<file path="config.mk">
export PLATFORM = sky130hd
export DESIGN_NAME = quad_decoder
export DESIGN_NICKNAME = d
export VERILOG_FILES = /design/src/rtl/qdec_pkg.sv /design/src/rtl/quad_input_filter.sv /design/src/rtl/quad_decoder.sv
export SDC_FILE = /design/constraint.sdc
export NUM_CORES = 1
export LEC_CHECK = 0
export CAP_MARGIN = 20
export CORE_MARGIN = 10
export CORE_UTILIZATION = 55
export CTS_CLUSTER_DIAMETER = 120
export CTS_CLUSTER_SIZE = 14
export DETAILED_ROUTE_END_ITERATION = 16
export GPL_ROUTABILITY_DRIVEN = 0
export PLACE_DENSITY = 0.76
export SYNTH_ARGS = -nofsm -noshare
export SYNTH_HDL_FRONTEND = slang
export SYNTH_HIERARCHICAL = 1
export SYNTH_SLANG_ARGS = --single-unit
</file>
<file path="constraint.sdc">
create_clock -name clk -period 6.45 [get_ports clk]
set_input_delay 0.9675 -clock clk [delete_from_list [all_inputs] [get_ports clk]]
set_output_delay 0.9675 -clock clk [all_outputs]
set_load 0.02 [all_outputs]
</file>
<file path="src/rtl/qdec_pkg.sv">
`default_nettype none
// ============================================================================
// Module      : qdec_pkg
// Description : Shared types, constants and the phase-transition classifier
//               for the quadrature decoder.
//               phase_t encodes {filtered A, filtered B} directly, so a state
//               can be cast from the two filter outputs with no lookup.
// Revision    : 1.0 - initial release
// ============================================================================
package qdec_pkg;

  typedef enum logic [1:0] {
    S00 = 2'b00,
    S01 = 2'b01,
    S11 = 2'b11,
    S10 = 2'b10
  } phase_t;

  localparam logic DIR_UP = 1'b1;
  localparam logic DIR_DN = 1'b0;

  // Classification of one sampled phase transition.
  typedef struct packed {
    logic legal;    // exactly one bit changed
    logic up;       // valid only with legal: A leads B
    logic illegal;  // both bits changed at once
  } step_t;

  // Up order is 00 -> 10 -> 11 -> 01 -> 00; the reverse order is down.
  function automatic step_t step_dir(input phase_t prev, input phase_t cur);
    step_t r;
    logic [1:0] diff;
    r    = '{legal: 1'b0, up: 1'b0, illegal: 1'b0};
    diff = prev ^ cur;
    if (diff == 2'b11) begin
      r.illegal = 1'b1;
    end else if (diff != 2'b00) begin
      r.legal = 1'b1;
      case (prev)
        S00:     r.up = (cur == S10);
        S10:     r.up = (cur == S11);
        S11:     r.up = (cur == S01);
        default: r.up = (cur == S00);
      endcase
    end
    return r;
  endfunction

endpackage : qdec_pkg
`default_nettype wire

</file>
<file path="src/rtl/quad_input_filter.sv">
`default_nettype none
// ============================================================================
// Module      : quad_input_filter
// Description : Two-flop synchronizer followed by a run-length glitch filter
//               for one asynchronous encoder line. The filtered output only
//               changes after FILT_LEN consecutive synchronized samples
//               disagree with it; any agreeing sample restarts the run.
// Ports       : clk  - system clock
//               rst  - asynchronous active-low reset (all state to 0)
//               din  - raw asynchronous input
//               dout - synchronized, filtered output
// Parameters  : FILT_LEN - required run length, 2..16
// Revision    : 1.0 - initial release
// ============================================================================
module quad_input_filter #(
  parameter int FILT_LEN = 4
) (
  input  logic clk,
  input  logic rst,
  input  logic din,
  output logic dout
);

  localparam int            CW       = $clog2(FILT_LEN);
  localparam logic [CW-1:0] RUN_LAST = CW'(FILT_LEN - 1);
  localparam logic [CW-1:0] RUN_INC  = CW'(1);

  logic          sync1;
  logic          sync2;
  logic          filt;
  logic [CW-1:0] run;

  // run holds the number of disagreeing samples already seen, so the
  // FILT_LEN-th disagreeing sample is the one that finds run == RUN_LAST.
  always_ff @(posedge clk or negedge rst) begin
    if (!rst) begin
      sync1 <= 1'b0;
      sync2 <= 1'b0;
      filt  <= 1'b0;
      run   <= '0;
    end else begin
      sync1 <= din;
      sync2 <= sync1;
      if (sync2 != filt) begin
        if (run == RUN_LAST) begin
          filt <= sync2;
          run  <= '0;
        end else begin
          run <= run + RUN_INC;
        end
      end else begin
        run <= '0;
      end
    end
  end

  assign dout = filt;

endmodule : quad_input_filter
`default_nettype wire

</file>
<file path="src/rtl/quad_decoder.sv">
`default_nettype none
// ============================================================================
// Module      : quad_decoder
// Description : x4 quadrature decoder. Filtered A/B phases drive a phase
//               state machine; each legal edge produces a one-cycle step
//               strobe and moves a WIDTH-bit position count up or down
//               (wrapping or saturating). A simultaneous change of both
//               phases sets a sticky error flag instead of counting.
// Ports       : clk   - system clock
//               rst   - asynchronous active-low reset
//               enc_a - encoder phase A (asynchronous)
//               enc_b - encoder phase B (asynchronous)
//               enc_z - index pulse (asynchronous), only with QDEC_INDEX_EN
//               clr   - synchronous clear of count and err
//               count - unsigned position count
//               dir   - last step direction, 1 = up (A leads B)
//               step  - one-cycle strobe per accepted step
//               err   - sticky illegal-transition flag
// Parameters  : WIDTH    - count width
//               FILT_LEN - glitch filter run length (2..16)
//               WRAP     - 1 = modulo count, 0 = saturate at 0 / 2^WIDTH-1
// Options     : QDEC_INDEX_EN - adds enc_z; a rising filtered index edge
//               while the phase state is S00 loads count with 0.
// Revision    : 1.0 - initial release
// ============================================================================
module quad_decoder
  import qdec_pkg::*;
#(
  parameter int WIDTH    = 5,
  parameter int FILT_LEN = 4,
  parameter int WRAP     = 1
) (
  input  logic             clk,
  input  logic             rst,
  input  logic             enc_a,
  input  logic             enc_b,
`ifdef QDEC_INDEX_EN
  input  logic             enc_z,
`endif
  input  logic             clr,
  output logic [WIDTH-1:0] count,
  output logic             dir,
  output logic             step,
  output logic             err
);

  localparam logic [WIDTH-1:0] CNT_MAX = '1;
  localparam logic [WIDTH-1:0] CNT_ONE = WIDTH'(1);
  localparam bit               SAT     = (WRAP == 0);

  logic             filt_a;
  logic             filt_b;
  phase_t           cur_phase;
  step_t            trans;
  logic             index_hit;

  phase_t           phase_q,  phase_d;
  logic [WIDTH-1:0] count_q,  count_d;
  logic             dir_q,    dir_d;
  logic             step_q,   step_d;
  logic             err_q,    err_d;

  // --------------------------------------------------------------------------
  // Input conditioning
  // --------------------------------------------------------------------------
  quad_input_filter #(.FILT_LEN(FILT_LEN)) u_filt_a (
    .clk  (clk),
    .rst  (rst),
    .din  (enc_a),
    .dout (filt_a)
  );

  quad_input_filter #(.FILT_LEN(FILT_LEN)) u_filt_b (
    .clk  (clk),
    .rst  (rst),
    .din  (enc_b),
    .dout (filt_b)
  );

`ifdef QDEC_INDEX_EN
  logic filt_z;
  logic z_q;

  quad_input_filter #(.FILT_LEN(FILT_LEN)) u_filt_z (
    .clk  (clk),
    .rst  (rst),
    .din  (enc_z),
    .dout (filt_z)
  );

  // Previous filtered index level, for rising-edge detection.
  always_ff @(posedge clk or negedge rst) begin
    if (!rst) begin
      z_q <= 1'b0;
    end else begin
      z_q <= filt_z;
    end
  end

  // Qualified by the registered phase, i.e. the state the mechanism was
  // resting in when the index mark arrived.
  assign index_hit = filt_z && !z_q && (phase_q == S00);
`else
  assign index_hit = 1'b0;
`endif

  // --------------------------------------------------------------------------
  // Phase state machine and outputs
  // --------------------------------------------------------------------------
  assign cur_phase = phase_t'({filt_a, filt_b});
  assign trans     = step_dir(phase_q, cur_phase);

  always_ff @(posedge clk or negedge rst) begin
    if (!rst) begin
      phase_q <= S00;
      count_q <= '0;
      dir_q   <= DIR_DN;
      step_q  <= 1'b0;
      err_q   <= 1'b0;
    end else begin
      phase_q <= phase_d;
      count_q <= count_d;
      dir_q   <= dir_d;
      step_q  <= step_d;
      err_q   <= err_d;
    end
  end

  // Priority on count, lowest to highest: step, index, clr.
  always_comb begin
    phase_d = cur_phase;  // always track, including after an illegal jump
    count_d = count_q;
    dir_d   = dir_q;
    step_d  = 1'b0;
    err_d   = err_q;

    if (trans.legal) begin
      step_d = 1'b1;
      if (trans.up) begin
        dir_d = DIR_UP;
        if (!SAT || (count_q != CNT_MAX)) begin
          count_d = count_q + CNT_ONE;
        end
      end else begin
        dir_d = DIR_DN;
        if (!SAT || (count_q != '0)) begin
          count_d = count_q - CNT_ONE;
        end
      end
    end

    if (trans.illegal) begin
      err_d = 1'b1;
    end

    if (index_hit) begin
      count_d = '0;
    end

    if (clr) begin
      count_d = '0;
      err_d   = 1'b0;
    end
  end

  assign count = count_q;
  assign dir   = dir_q;
  assign step  = step_q;
  assign err   = err_q;

endmodule : quad_decoder
`default_nettype wire

</file>
==> results of run 1 <==
[final cells by class]
class,count,area [um^2]
timing repair buffer,12,120
multi-input combinational,47,404
tap,16,20.0
inverter,3,11.3
clock buffer,4,36.3
fill,117,449
sequential,20,500
[power by group]
group | switching (mW) | total [mW] | internal, mW
registers | 0.0387 | 0.210 | 0.171
logic | 0.196 | 0.411 | 0.215
clock network | 0.0344 | 0.0688 | 0.0343
[through the flow]
| step | hold slack (ns) | power (mW) | utilization |
|---|---|---|---|
| floorplan | 0.331 | 0.525 | - |
| global placement | 0.332 | 0.610 | 0.685 |
| detailed placement | 0.339 | 0.629 | 0.685 |
| CTS | 0.374 | 0.700 | 0.709 |
| global route | 0.377 | 0.755 | 0.709 |
| finish | 0.370 | 0.690 | 0.709 |
[cell usage after synthesis]
cell type / instances
xnor2_1: 6
clkbuf_1: 1
a211oi_1: 1
ha_1: 8
inv_1: 3
nand3_1: 2
and3_1: 2
a21boi_0: 1
o21ai_0: 1
nor2b_1: 3
mux2i_1: 2
a21oi_1: 4
nand2b_1: 1
dfrtp_1: 20
fa_1: 1
xor2_1: 2
nor2_1: 6
or4_4: 1
mux2_2: 2
mux2_4: 2
nor3_2: 2
[cell families after synthesis]
family / after synthesis / synth area share
flops: 20 / 0.544
simple gates: 17 / 0.110
fa+ha+maj: 9 / 0.131
xor+xnor: 8 / 0.0762
compound gates: 7 / 0.0435
mux: 6 / 0.0789
buf+inv: 4 / 0.0163
[routing by layer]
metal  share of wire  vias to the layer above  routed length (um)
met5               0                        -                   0
met4               0                        0                   0
met3           0.065                        0                  97
met2            0.51                       10                 761
met1            0.42                      261                 624
li1                -                      270                   -
[worst register-to-register path: cells and delay by family, from the launching register on]
family	cells	cell delay [ns]
xor+xnor	1	0.25
fa+ha+maj	2	0.65
buf+inv	1	0.07
mux	2	0.57
simple gates	2	0.69
compound gates	1	0.08
flops	1	0.46
[state kept, by name, indices dropped and copies added (netlist names)]
name,flops
phase_q,2
err,1
u_filt_b/dout,1
u_filt_b/run,2
u_filt_a/sync2,1
count,5
dir,1
u_filt_a/run,2
u_filt_a/sync1,1
u_filt_b/sync1,1
u_filt_b/sync2,1
step,1
u_filt_a/dout,1
[worst paths after layout]
path | to | slack, ns | depth (start not counted)
setup / recovery | count[4]$_DFFE_PN0P_ | 3.58 | 9
hold / removal | u_filt_b/sync2$_DFF_PN0_ | 0.37 | 0
setup reg to reg | count[4]$_DFFE_PN0P_ | 3.58 | 9
hold reg to reg | u_filt_b/sync2$_DFF_PN0_ | 0.37 | 0
max in group asynchronous | u_filt_a/sync1$_DFF_PN0_ | 4.78 | 1
min in group asynchronous | u_filt_b/sync1$_DFF_PN0_ | 1.15 | 1
==> metrics.md, run 1 <==
| Metric | Value |
|---|---|
| Die Ht | `approximately 61 um` |
| Post-synth top area share | `0.544` |
| Placed Cells | `98` |
| Synth Instances | `71` |
| Slowest library cell on the worst path | `or4_4` |
| Sum of negative setup slack | `0 ns` |
| Post-synthesis sequential area ratio | `0.544` |
| Clock root buffer | `clkbuf_4` |
| Buffers on Ports | `12` |
| Num rows | `14` |
| Synth top area cells | `dfrtp_1, ha_1, xnor2_1, mux2_4, mux2_2` |
| Met1 usage | `0.0963` |
| Area after DPL | `0.00106 mm^2` |
| Total Wirelength | `1.48 mm` |
| Net Count, Synth | `85` |
| Worst VDD drop | `around 0.00034 V` |
| Fin crit period | `2.87 ns` |
| Worst Tran Pin Value | `0.840 ns` |
| Worst Hold Launch | `u_filt_b/sync1$_DFF_PN0_` |
| Clock Latency Late Sink | `0.29 ns` |
| Max_cap viols | `0` |
| Most frequent cells in the layout | `dfrtp_1, clkdlybuf4s50_1, ha_1` |
| WL per Instance | `14.5 um` |
| Die ar. | `0.00371 mm^2` |
| WP data arrival | `3.06 ns` |
| Required time worst endpoint | `6.63 ns` |
| Number of synthesized register bits | `20` |
| Vias | `~540` |
| Crit Path Class | `register to register` |
| Initial antenna violation count | `0` |
| Vias in the first global route | `583` |
| First-pass GRT wire length | `2.53 mm` |
| RSZ-0062 raised after global routing | `false` |
| Share of post-route cells with drive strength above 1 | `0.128` |
| Synth-to-layout area growth | `18.8%` |
| Worst Slack Setup Final | `3.58 ns` |
| Core Box Area | `between 0.0015 and 0.002 mm^2` |
| Die W | `around 61 um` |
| Final instance area | `0.00109 mm^2` |
| Worst-path cell chain | `xnor2_1 > inv_1 > ha_1 > or4_4 > fa_1 > nand3_1 > a21boi_0 > mux2_4 > mux2_4` |
| Delay of the slowest critical-path stage | `a little under 0.6 ns` |
| Commonest non-fill, non-tap cell in the layout | `dfrtp_1` |
| Clock tree sinks | `20` |
| Leakage | `0.506 nW` |
| Initial Utilization | `0.597` |
| Final std cells w/o fill | `102` |
| Final net count | `around 100` |
| Count of cell types in the netlist | `21` |
| CP bufs+invs | `1` |
| Post-Synthesis Cell Area | `920 um^2` |
| Largest net degree at the start of global routing | `21` |
| Status | `finished clean` |
| Post-CTS Setup Bufs | `0` |
| Hold WC Path Type | `register to register` |
| Final Cycle Share | `0.446` |
| Clock-pin slew on the worst setup and hold paths | `about 0.1 ns` |
| Max Slew Vio Count | `0` |
| Via density | `5.30` |
| H-tree depth | `1` |
| Remaining global-route overflow | `0` |
| N_diodes | `0` |
| CP Max Fanout | `7` |
| Clock buffer depth | `2` |
| I/O pin total | `13` |
| GR Util met2 | `0.164` |
| Worst setup SP type | `register` |
| Drt drc | `0` |
| Final hold vios | `0` |
| Clock Skew | `approximately 0.0025 ns` |
| Post-route ant nets | `0` |
| DRT Pass-1 Iters | `4` |
| Yosys Warn Count | `6` |
| DR iter-0 viols | `3` |
| Cts repair resizes | `0` |
| CTS Buf Count | `3` |
| PwrDens | `631 mW/mm^2` |
| Post-CTS Hold Fix Bufs | `0` |
| Place WS | `3.57 ns` |
| Max Fclk | `348 MHz` |
| GRT Util Overall | `0.0888` |
| Met3 Use GR | `0.0209` |
| Cell mode on critical path | `mux2_4` |
| Syn avg cell area | `13.0 um^2` |
| R2r startpoint | `u_filt_b/dout$_DFFE_PN0P_` |
| Synth area leader | `dfrtp_1` |
| # setup viols final | `0` |
| Crit. End Element | `register` |
| Grt peak-use layer | `met2` |
| HPWL Detailed | `1.21 mm` |
| Slew HR | `0.438` |
| CTS tree | `done` |
| Critical path origin | `u_filt_b/dout$_DFFE_PN0P_` |
| Cell family with most CP delay | `simple AND/OR/NAND/NOR gates` |
Note: power is estimated with default switching activity, not from simulation.
==> run 2: changes to the inputs <==
- CORE_UTILIZATION: 55 -> 46
- PLACE_DENSITY: 0.76 -> 0.68
- clock period: 6.45 -> 2.4 ns (I/O delays scaled with it)
==> metrics.md, run 2 (synthesized netlist as in run 1, its figures left out) <==
| Metric | Value |
|---|---|
| First-pass GRT wire length | `2.95 mm (+16%)` |
| Reg-to-reg endpoint | `count[4]$_DFFE_PN0P_` |
| Post-layout util | `0.690 (-0.0185)` |
| Total Wirelength | `1.72 mm (+16%)` |
| Worst setup SP type | `register` |
| H-tree depth | `1 (unchanged)` |
| Worst Tran Pin Value | `0.268 ns (-0.571 ns)` |
| Place WS | `-0.340 ns (-3.91 ns)` |
| # setup viols final | `3 (+3)` |
| Failing checks | `negative setup slack` |
| Die Ht | `64.7 um (+6.3%)` |
| Via density | `4.82 (-9.2%)` |
| Commonest non-fill, non-tap cell in the layout | `dfrtp_1` |
| WL per Instance | `13.7 um (-5.5%)` |
| Post-CTS Hold Fix Bufs | `0 (unchanged)` |
| N_diodes | `0 (unchanged)` |
| Clock root buffer | `clkbuf_4` |
| Fillcell total | `150 (+28%)` |
| Worst Slack Setup Final | `-0.278 ns (-3.85 ns)` |
| Clock buffer depth | `2 (unchanged)` |
| Die ar. | `0.00419 mm^2 (+13%)` |
| Clock Skew | `0.000753 ns (-0.00170 ns)` |
| Final hold vios | `0 (unchanged)` |
| Clock-pin slew on the worst setup and hold paths | `0.11 ns (about the same)` |
| Initial antenna violation count | `0 (unchanged)` |
| HPWL Detailed | `1.21 mm (about the same)` |
| Hold WC Path Type | `register to register` |
| Required time worst endpoint | `2.60 ns (-4.03 ns)` |
| Status | `finished with violations` |
| DRT Pass-1 Iters | `2 (-2)` |
| Clock Latency Late Sink | `0.30 ns (about the same)` |
| Worst Hold Launch | `u_filt_b/sync1$_DFF_PN0_` |
| Die W | `64.7 um (+6.3%)` |
| Vias in the first global route | `681 (+17%)` |
| Core Box Area | `0.00192 mm^2 (+25%)` |
| Buffers on Ports | `12 (unchanged)` |
| Final Cycle Share | `1.12 (+0.670)` |
| CTS Buf Count | `3 (unchanged)` |
| Worst Hold Path EP | `u_filt_b/sync2$_DFF_PN0_` |
| R2r startpoint | `phase_q[0]$_DFF_PN0_` |
| Final net count | `113 (+12%)` |
| WP data arrival | `2.88 ns (-0.18 ns)` |
| Synth-to-layout area growth | `44.2%` |
| Hold Crit Depth | `0 (unchanged)` |
| Clock tree sinks | `20 (unchanged)` |
| Crit. End Element | `register` |
| FF/Latch Area | `500 um^2 (unchanged)` |
| Drt drc | `0 (unchanged)` |
| Remaining global-route overflow | `0 (unchanged)` |
| Initial Utilization | `0.479 (-0.118)` |
| Area of the multi-input gates | `503 um^2 (+24%)` |
| CTS tree | `done` |
| RSZ-0062 raised after global routing | `true` |
| Max Fclk | `373 MHz (+7.3%)` |
| Max Slew Vio Count | `0 (unchanged)` |
| Most frequent cells in the layout | `dfrtp_1, clkdlybuf4s50_1, buf_4` |
| Post-route ant nets | `0 (unchanged)` |
| Num rows | `16 (+2)` |
| I/O pin total | `13 (unchanged)` |
| Share of post-route cells with drive strength above 1 | `0.398 (+0.270)` |
| Slew HR | `0.820 (+0.382)` |
| Cells on worst reg2reg path | `9 (unchanged)` |
| Worst reg2reg setup slack | `-0.28 ns (-3.85 ns)` |
| DR iter-0 viols | `20 (+17)` |
| CP Max Fanout | `4 (-3)` |
| Fin crit period | `2.68 ns (-0.195 ns)` |
| Crit Path Class | `register to register` |
| Vias | `602 (+11%)` |
| Largest net degree at the start of global routing | `21 (unchanged)` |
| Max_cap viols | `0 (unchanged)` |
| Largest register FFs | `5 (unchanged)` |
| GRT Util Overall | `0.0871 (-0.00178)` |
-- run 2: worst max path at each step --
stage | from | endpoint | depth (start not counted)
finish | phase_q[0]$_DFF_PN0_ | count[4]$_DFFE_PN0P_ | 9
global route | phase_q[1]$_DFF_PN0_ | count[4]$_DFFE_PN0P_ | 9
CTS | phase_q[0]$_DFF_PN0_ | count[4]$_DFFE_PN0P_ | 9
detailed placement | u_filt_b/dout$_DFFE_PN0P_ | count[4]$_DFFE_PN0P_ | 9
global placement | u_filt_b/dout$_DFFE_PN0P_ | count[4]$_DFFE_PN0P_ | 9
floorplan | u_filt_b/dout$_DFFE_PN0P_ | count[4]$_DFFE_PN0P_ | 9
-- run 2: worst max-delay path, cell delays in order (launching register included) --
cell and delay (ns):
dfrtp_1 0.43, xnor2_2 0.19, inv_1 0.07, ha_2 0.19, or4_4 0.58, ha_4 0.32
nand3_2 0.07, and3_4 0.18, mux2_4 0.26, mux2_4 0.29
-- run 2: per-layer routing --
| layer | vias to the layer above | global-route usage | routed length, um |
|---|---|---|---|
| met5 | - | 0 | 0 |
| met2 | 10 | 0.135 | 809 |
| met4 | 0 | 0.0481 | 40 |
| met1 | 293 | 0.100 | 770 |
| li1 | 295 | - | - |
| met3 | 4 | 0.0344 | 98 |
-- run 2: repair_timing --
item / in CTS / in global routing
setup endpoints to repair: 3 / 3
resized for setup: 8 / 12
buffers inserted: 4 / 2
pin swaps: 7 / 8
-- run 2: stage by stage --
stage | instance area [um^2] | setup TNS [ns] | instances | hold slack (ns)
floorplan | 935 | -0.267 | 71 | 0.0644
global placement | 1140 | -0.375 | 117 | 0.337
detailed placement | 1140 | -0.571 | 117 | 0.340
CTS | 1270 | -0.767 | 125 | 0.368
global route | 1330 | -0.687 | 125 | 0.377
finish | 1330 | -0.448 | 125 | 0.362
-- run 2: area by class of cell --
cell class	count	share of cell area
clock buffers	3	0.0170
clock inverters	1	0.0226
inverters	3	0.00849
multi-input cells	47	0.379
flip-flops and latches	20	0.377
well taps	27	0.0255
repair buffers	24	0.170
Power of run 2 is not shown: default switching activity piles up to over one toggle a cycle in this logic, so the estimate is an artifact.
